`src/rtl/coin_input_conditioner.sv`:
```
// Coin input conditioner: sync, debounce, queue and serialise coin events
// into clean one-hot credit pulses for the vending FSM.
module coin_input_conditioner #(
  parameter int DEBOUNCE_CYCLES = 4,
  parameter int QUEUE_DEPTH     = 4
) (
  input  logic clk,
  input  logic rst,
  input  logic quarter_raw,
  input  logic dime_raw,
  input  logic nickel_raw,
  input  logic inhibit,
  output logic quarter,
  output logic dime,
  output logic nickel,
  output logic queue_empty,
  output logic overflow_err
);

  localparam int CW = $clog2(DEBOUNCE_CYCLES);
  localparam int AW = $clog2(QUEUE_DEPTH);

  typedef logic [1:0] coin_t;

  typedef enum logic [1:0] {
    IDLE = 2'd0,
    EMIT = 2'd1,
    GAP  = 2'd2
  } state_t;

  logic [2:0] raw;
  logic [2:0] rise;
  logic [1:0] warm;

  assign raw = {nickel_raw, dime_raw, quarter_raw};

  // warm[1] marks that the synchronisers hold real samples again after reset
  always_ff @(posedge clk) begin
    if (rst) warm <= '0;
    else     warm <= {warm[0], 1'b1};
  end

  for (genvar i = 0; i < 3; i++) begin : g_ch
    logic          s1;
    logic          s2;
    logic          deb;
    logic          armed;
    logic          rise_q;
    logic [CW-1:0] cnt;
    logic          differ;
    logic          done;

    assign differ  = s2 != deb;
    assign done    = differ && (cnt == CW'(DEBOUNCE_CYCLES - 1));
    assign rise[i] = rise_q;

    // two-flop synchroniser for the asynchronous sensor level
    always_ff @(posedge clk) begin
      if (rst) begin
        s1 <= 1'b0;
        s2 <= 1'b0;
      end else begin
        s1 <= raw[i];
        s2 <= s1;
      end
    end

    // debounce counter; a rising flip is an event only once the
    // sensor has been seen low since reset
    always_ff @(posedge clk) begin
      if (rst) begin
        cnt    <= '0;
        deb    <= 1'b0;
        armed  <= 1'b0;
        rise_q <= 1'b0;
      end else begin
        rise_q <= done && s2 && armed;
        if (!differ) begin
          cnt <= '0;
        end else if (done) begin
          cnt <= '0;
          deb <= s2;
        end else begin
          cnt <= cnt + CW'(1);
        end
        if (warm[1] && !s2) armed <= 1'b1;
      end
    end
  end

  coin_t        mem [QUEUE_DEPTH];
  logic [AW:0]  wr_ptr;
  logic [AW:0]  rd_ptr;
  logic [AW:0]  used;
  logic [AW:0]  free;
  logic         empty;
  logic [1:0]   n_push;
  logic [2:0]   wv;
  coin_t        wc [3];
  logic         drop;
  logic         pop;
  coin_t        head;
  state_t       state;
  state_t       next;
  logic [2:0]   coins;

  assign used  = wr_ptr - rd_ptr;
  assign free  = (AW+1)'(QUEUE_DEPTH) - used;
  assign empty = wr_ptr == rd_ptr;
  assign head  = mem[rd_ptr[AW-1:0]];

  // pack this cycle's events in quarter, dime, nickel order into free slots
  always_comb begin
    n_push = '0;
    wv     = '0;
    drop   = 1'b0;
    for (int k = 0; k < 3; k++) wc[k] = '0;
    for (int i = 0; i < 3; i++) begin
      if (rise[i]) begin
        if (free > (AW+1)'(n_push)) begin
          wv[n_push] = 1'b1;
          wc[n_push] = coin_t'(i);
          n_push     = n_push + 2'd1;
        end else begin
          drop = 1'b1;
        end
      end
    end
  end

  // queue storage writes
  always_ff @(posedge clk) begin
    for (int k = 0; k < 3; k++) begin
      if (wv[k]) mem[wr_ptr[AW-1:0] + AW'(k)] <= wc[k];
    end
  end

  // queue pointers and sticky overflow flag
  always_ff @(posedge clk) begin
    if (rst) begin
      wr_ptr       <= '0;
      rd_ptr       <= '0;
      overflow_err <= 1'b0;
    end else begin
      wr_ptr <= wr_ptr + (AW+1)'(n_push);
      if (pop)  rd_ptr       <= rd_ptr + (AW+1)'(1);
      if (drop) overflow_err <= 1'b1;
    end
  end

  // output FSM state register
  always_ff @(posedge clk) begin
    if (rst) state <= IDLE;
    else     state <= next;
  end

  // output FSM next state and pop decision
  always_comb begin
    next = state;
    pop  = 1'b0;
    unique case (state)
      IDLE: begin
        if (!empty && !inhibit) begin
          pop  = 1'b1;
          next = EMIT;
        end
      end
      EMIT:    next = GAP;
      GAP:     next = IDLE;
      default: next = IDLE;
    endcase
  end

  // registered one-hot credit pulse
  always_ff @(posedge clk) begin
    if (rst)      coins <= '0;
    else if (pop) coins <= 3'b001 << head;
    else          coins <= '0;
  end

  assign quarter     = coins[0];
  assign dime        = coins[1];
  assign nickel      = coins[2];
  assign queue_empty = empty;

endmodule

```
`config.mk`:
```
export PLATFORM = sky130hd
export DESIGN_NAME = coin_input_conditioner
export DESIGN_NICKNAME = d
export VERILOG_FILES = /design/src/rtl/coin_input_conditioner.sv
export SDC_FILE = /design/constraint.sdc
export NUM_CORES = 1
export LEC_CHECK = 0
export BUFFER_PORTS_ARGS = -buffer_cell sky130_fd_sc_hd__buf_4
export CORE_MARGIN = 3
export CORE_UTILIZATION = 25
export CTS_BUF_LIST = sky130_fd_sc_hd__clkbuf_16
export CTS_CLUSTER_DIAMETER = 150
export DETAILED_ROUTE_END_ITERATION = 10
export SYNTH_ARGS = -nofsm -noshare
export SYNTH_HDL_FRONTEND = slang
export SYNTH_SLANG_ARGS = --single-unit
```
`constraint.sdc`:
```
create_clock -name clk -period 5.8 [get_ports clk]
set_input_delay 1.16 -clock clk [delete_from_list [all_inputs] [get_ports clk]]
set_output_delay 1.16 -clock clk [all_outputs]
set_load 0.005 [all_outputs]
```
; Yosys cells after proc, flatten, opt, wreduce, memory -nomap -nowiden
; Memory sizes are Yosys's and may differ from the RTL's. A register that Yosys moved wholly into a read port is not among the register bits.
; Cells that the tools add are included.
[totals]
ram_bits = 8
n_memories = 1
wordCells = 142
mem_bits_ro = 0
inputBits = 6
latch_bits = 0
output_inout_bits = 5
ff_bits = 35
[op_classes]
reduce_logical = 30
n_mul = 0
n_bitwise = 11
add_sub_neg = 11
div_mod_pow = 0
magnitude_cmp = 11
n_eq_ne = 9
shifts = 1
n_mux = 43
[memory_table]
columns = name, words, word_bits, rd, rd_ports_with_merged_regs, wr, line
row1 = mem, 4, 2, 1, 1, 3, 91  ; coin_t mem [QUEUE_DEPTH];
[ops]
columns = cell, count
row1 = 2-to-1 mux 1 bit, 21
row2 = 2-to-1 mux 2 bit, 9
row3 = logical AND 1 bit, 17
row4 = "adder 2 x 1 -> 2 bit, second input constant", 6
row5 = 2-to-1 mux 3 bit, 4
row6 = 2-to-1 mux 6 bit, 2
row7 = 2-to-1 mux 5 bit, 2
row8 = OR reduction 3 bit, 3
row9 = demux 2 bit (select 2 bit), 2
row10 = "== test 2 bit, second input constant", 3
row11 = "greater-or-equal comparator 3 bit, second input constant", 2
row12 = > comparator 3 x 2 -> 1 bit, 2
row13 = "less-than comparator 2 x 3 -> 1 bit, second input constant", 2
row14 = "less-than comparator 3 x 1 -> 1 bit, second input constant", 2
row15 = NOT 2 -> 3 bit, 2
row16 = bitwise OR 3 bit, 2
row17 = AND reduction 2 bit, 3
row18 = zero test 1 bit, 5
row19 = demux 1 bit (select 2 bit), 2
row20 = "greater-or-equal comparator 2 x 1 -> 1 bit, second input constant", 2
row21 = NOT 1 bit, 4
row22 = one-hot mux 2 bit (2 select lines), 1
row23 = "adder 3 x 1 -> 3 bit, second input constant", 1
row24 = adder 3 x 2 -> 3 bit, 1
row25 = 14 further kinds, 16

; Logic depth before layout (Yosys ltp)
[depth]
word_depth = 17
depth_mapped = 23
ltp_nobuf = 23

; Least setup slack after synthesis
; OpenSTA, ideal clock, no wires.
[synth_path]
kind = reg-to-reg
startpoint = reg wr_ptr[1]
endpoint = reg wr_ptr[1]
slack_ns = 1.002
path_stages_with_launch = 23
arrival_ns = 4.670
setup_time_ns = 0.128
cell_sequence = dfxtp_1 > inv_1 > clkbuf_1 > ha_1 > ha_1 > xnor2_4 > xnor2_4 > and3_1 > nor2_1 > ha_1 > nor2_1 > nor3_1 > inv_1 > ha_1 > nand2_1 > ha_1 > and2b_2 > o21a_1 > o21ai_2 > xnor2_1 > ha_1 > fa_1 > nor2b_1
[synth_via]
elab_chain_len = 12
word_cells_on_any_way = 14
cone_classes = add/sub: 5 / order compare: 3 / mux: 6
[synth_rtl]
columns = element, line
row1 = "start, declared", 92  ; logic [AW:0] wr_ptr;
row2 = "start signal, assigned", 145  ; wr_ptr <= wr_ptr + (AW+1)'(n_push);
row3 = subtractor 3 bit, 107  ; assign used = wr_ptr - rd_ptr;
row4 = subtractor 3 bit, 108  ; assign free = (AW+1)'(QUEUE_DEPTH) - used;
row5 = > comparator 3 x 1 -> 1 bit, 120  ; if (free > (AW+1)'(n_push)) begin
row6 = 2-to-1 mux 1 bit, 120
row7 = 2-to-1 mux 1 bit, 119  ; if (rise[i]) begin
row8 = > comparator 3 x 2 -> 1 bit or adder 2 x 1 -> 2 bit (tied branches), "120, 123"
row9 = 2-to-1 mux 2 bit, 120
row10 = 2-to-1 mux 2 bit, 119
row11 = > comparator 3 x 2 -> 1 bit or adder 2 x 1 -> 2 bit (tied branches), "120, 123"
row12 = 2-to-1 mux 2 bit, 120
row13 = 2-to-1 mux 2 bit, 119
row14 = adder 3 x 2 -> 3 bit *, 145
; Mark *: on every way between the ends. The rest lies on a longest branch, timed or not.
; A chain may end at the register's enable or synchronous reset.

==> results <==
- The flow ran to the end, and the final reports show no timing, DRC or antenna violations.
- Clock latency on the worst-skew pair, taken at its later pin, is roughly 0.29 ns.
- After layout, the worst path uses 87.7% of the clock period.
- Of all nets on the critical path, the largest fanout is 11.
- Counting the fill cells in the layout gives roughly 940.
- Of the synthesized area, sequential elements account for roughly two fifths.
- The total power after layout is roughly 0.6 mW.
- After routing, the total negative slack on setup checks comes to 0 ns.
- The number of post-CTS setup repair buffers is 0.
- The clock tree root driver cell is clkbuf_16.
- Global routing used 8.70% of the available tracks across all layers.
- Once the clock tree was built, the resizer swapped 0 gates to a different size.
- The dominant cell by count in the synthesized netlist is dfxtp_1.
- The total area inside the core boundary comes to 0.00898 mm2.
- The buffer levels on the longest clock path is 2.
- The total number of yosys warnings is 0.
- The average wire length per cell after detail routing is approximately 12 um.
- The number of sinks on the clock net is between 40 and 50.
- Synthesis produced a netlist whose cell count is 234.
- The die outline height is between 100 and 150 um.
- The first global-routing pass estimated around 7400 um of wire.
- The pin count of the biggest net entering global routing is 33.
- Buffers inserted to repair hold after CTS numbered 0.
- The signed area change from the synthesized netlist to the final layout is 13.8%.
- Yosys mapped the design onto 52 distinct sky130hd cell types.
- The critical path's slowest cell is a2111oi_0.
- The repair_antennas step left the layout with diodes totalling 0.
- The relative slew slack is 63.0%.
- For this block, the initial DRC count from the detailed router was 95.
- The largest area contributor in the synthesized netlist is dfxtp_1.
- The worst ir drop on vdd is ~110 uV.
- The upper clock frequency limit is slightly below 200 MHz.
- For this run, the post-layout net count is ~270.
- Ranked by total cell area, the synthesized netlist is headed by dfxtp_1, edfxtp_1, ha_1.
- The number of antenna violations at the first check in global routing is 0.
- After detailed placement, the design holds a cell count of around 360.
- The type of element capturing the critical path is a flop.
- The average instance in the mapped netlist occupies a little over 10 um2.
- The category of the critical setup timing path is flop to flop.
- The count of nets left with antenna violations once routing finished came out at 0.
- The number of pins with negative max-slew slack in the final report is 0.
- STA puts the critical path data required time at roughly 5.8 ns.
- The post-detailed-route via-to-cell ratio is between 4 and 5.
- The worst setup path is launched from a flop.
- The commonest cells after synthesis are dfxtp_1, nor2_1, inv_1.
- Setup repair after global routing left no endpoint under its margin.
- The cell that appears most often on the critical path is ha_1.
- The weighted congestion at the end of routability-driven global placement is around 0.85.
- The share of layout cells above drive strength 1 is 13.1%.
- The mapped netlist covers 0.00237 mm2.
- The total area of multi-input combinational cells is 0.00125 mm2.
- In this run, synthesis produced a sequential element count of 45.
- The number of clock buffers added by TritonCTS is 5.
- The area of the die is approximately 0.011 mm2.
- The top-level I/O count is 11.
- The clock period minus final worst setup slack is 5.09 ns.
- The pre-antenna-repair detailed-routing pass consisted of 4 iterations.
- The signal on the critical path passes through inv_1 -> ha_1 -> ha_1 -> xnor2_4 -> xnor2_4 -> and3_1 -> nor2_1 -> ha_1 -> nor2_1 -> nor3_1 -> inv_1 -> ha_1 -> nand2_1 -> ha_1 -> and2b_2 -> o21ai_1 -> a31oi_1 -> a2111oi_0 -> a211oi_1.
- The floorplan has 34 rows.
- The CTS tree is built.
- The signal arrival time at the worst endpoint is about 5.1 ns.
- In this run the power density over the cells is between 200 and 250 mW/mm2.
- After detailed routing, the number of remaining DRC violations is 0.
- Summed over all layers, the routed wires come to roughly 4400 um.
- In this run the horizontal extent of the chip is a little over 100 um.
- The leakage dissipation is about 1.0 nW.
- The post-route clock skew is 0.00555 ns.
- After global routing the overflow that remains totals 0.
- The main flop type after synthesis is dfxtp_1.
- The share of the synthesized area in the top cell type is a little under a third.
- The actual slew at the worst max-slew pin is approximately 0.54 ns.
- The worst stage delay on the critical path is 0.56 ns.
- Summing all flip-flop and latch instances after layout gives roughly 980 um2.
- After clock tree synthesis, the clock-pin slew on the worst setup and hold paths is about 0.060 ns.
- The initial standard-cell utilization of the core is 26.4%.
- In this run, synthesis inferred 8 flip-flops with an integrated enable.
- The number of nets in the synthesized netlist is about 260.
- The count of final hold-check violations was 0.
- The H-tree generated during clock tree synthesis spans 2 levels.
- The count of final setup violators is 0.
- Across the run, the number of max-cap violations was 0.
- Once detailed placement completed, the half-perimeter wirelength came to 3330 um.
- For this run, the number of standard cells in the final layout without fillers is between 300 and 400.
- The worst min-delay path category is flop to flop.
- In this run the tool buffered the top-level ports with 10 buffer cells.
- The number of global-route vias before repair is approximately 1,600.
- The total via count after detailed routing is 1,704.
- In the synthesized netlist the async set-or-reset flop fraction comes to 0%.
path summary, 6_finish.rpt:
| path | start | to | slack (ns) | cells past startpoint |
|---|---|---|---|---|
| worst max-delay path | wr_ptr[1] | mem[0][1] | 0.71 | 19 |
| worst min-delay path | g_ch[0].cnt[0] | g_ch[0].cnt[0] | 0.42 | 1 |
| worst max register to register | wr_ptr[1] | mem[0][1] | 0.71 | 19 |
| worst min register to register | g_ch[0].cnt[0] | g_ch[0].cnt[0] | 0.42 | 1 |
power by group:
part | total, mW | switching (mW) | internal, mW
clock | 0.280 | 0.120 | 0.160
combinational | 0.0118 | 0.00599 | 0.00583
sequential | 0.324 | 0.00232 | 0.321
total | 0.616 | 0.128 | 0.488
cell type report:
class | count | area share [%]
Clock inverter | 3 | 0.788
Clock buffer | 5 | 4.64
Multi-Input combinational cell | 161 | 46.4
Tap cell | 126 | 5.84
Timing Repair Buffer | 12 | 3.34
Sequential cell | 45 | 36.3
Inverter | 19 | 2.64
cells in the final DEF (no fill, tap or decap), types with 2 or more instances in the layout:
cell,n
buf_4,12
a211oi_1,4
mux4_2,2
o31ai_1,5
xnor2_1,6
nand2b_1,3
a21o_1,3
a31oi_1,4
nor4_1,4
o21ai_0,11
clkbuf_16,5
xnor2_4,3
o21a_1,2
nand2_1,7
or3_1,3
o211ai_1,3
nor2b_1,11
nor4b_1,4
inv_1,19
and3_1,2
nor3b_1,2
a21oi_1,12
edfxtp_1,8
a2111oi_0,2
nor2_1,24
a211o_1,2
dfxtp_1,37
ha_1,18
mux2i_1,2
registers in the layout (all words and copies together) (netlist names), named ones only:
register      count
mem               8
g_ch.cnt          6
g_ch.s2           3
coins             3
state             2
g_ch.deb          3
overflow_err      1
g_ch.s1           3
wr_ptr            3
rd_ptr            3
g_ch.armed        3
warm              2
g_ch.rise_q       3
per-stage QoR:
step | hold slack, ns | util [%] | cell area (um2) | setup slack (ns)
after floorplan | 0.397 | - | 2370 | 1.00
after global placement | 0.406 | 28.4 | 2550 | 0.854
after detailed placement | 0.409 | 28.4 | 2550 | 0.777
after CTS | 0.424 | 30.1 | 2700 | 0.766
after global routing | 0.442 | 30.1 | 2700 | 0.272
final | 0.420 | 30.1 | 2700 | 0.714
logic make-up after synthesis:
logic type	Yosys count	synth area share, %
XOR/XNOR	11	6.75
buffers and inverters	28	5.85
AND/OR/NAND/NOR	64	14.3
flip-flops	45	41.4
multiplexers	4	2.74
adder cells (fa/ha/maj)	19	10.3
AO/OA/AOI/OAI	63	18.7
routing by layer:
| metal | GRT usage [%] | vias to the layer above | wire length (um) |
|---|---|---|---|
| li1 | - | 861 | - |
| met1 | 11.5 | 792 | 2160 |
| met2 | 14.2 | 40 | 2000 |
| met3 | 2.28 | 11 | 178 |
| met4 | 2.09 | 0 | 72 |
| met5 | 0 | - | 0 |
critical path: cells and delay by family, from the launching register on:
family / cells / cell delay (ns)
AO/OA/AOI/OAI: 4 / 1.33
AND/OR/NAND/NOR: 6 / 1.00
adder cells (fa/ha/maj): 5 / 1.35
XOR/XNOR: 2 / 0.46
flip-flops: 1 / 0.31
buffers and inverters: 2 / 0.34
(Power assumes the default switching activity.)
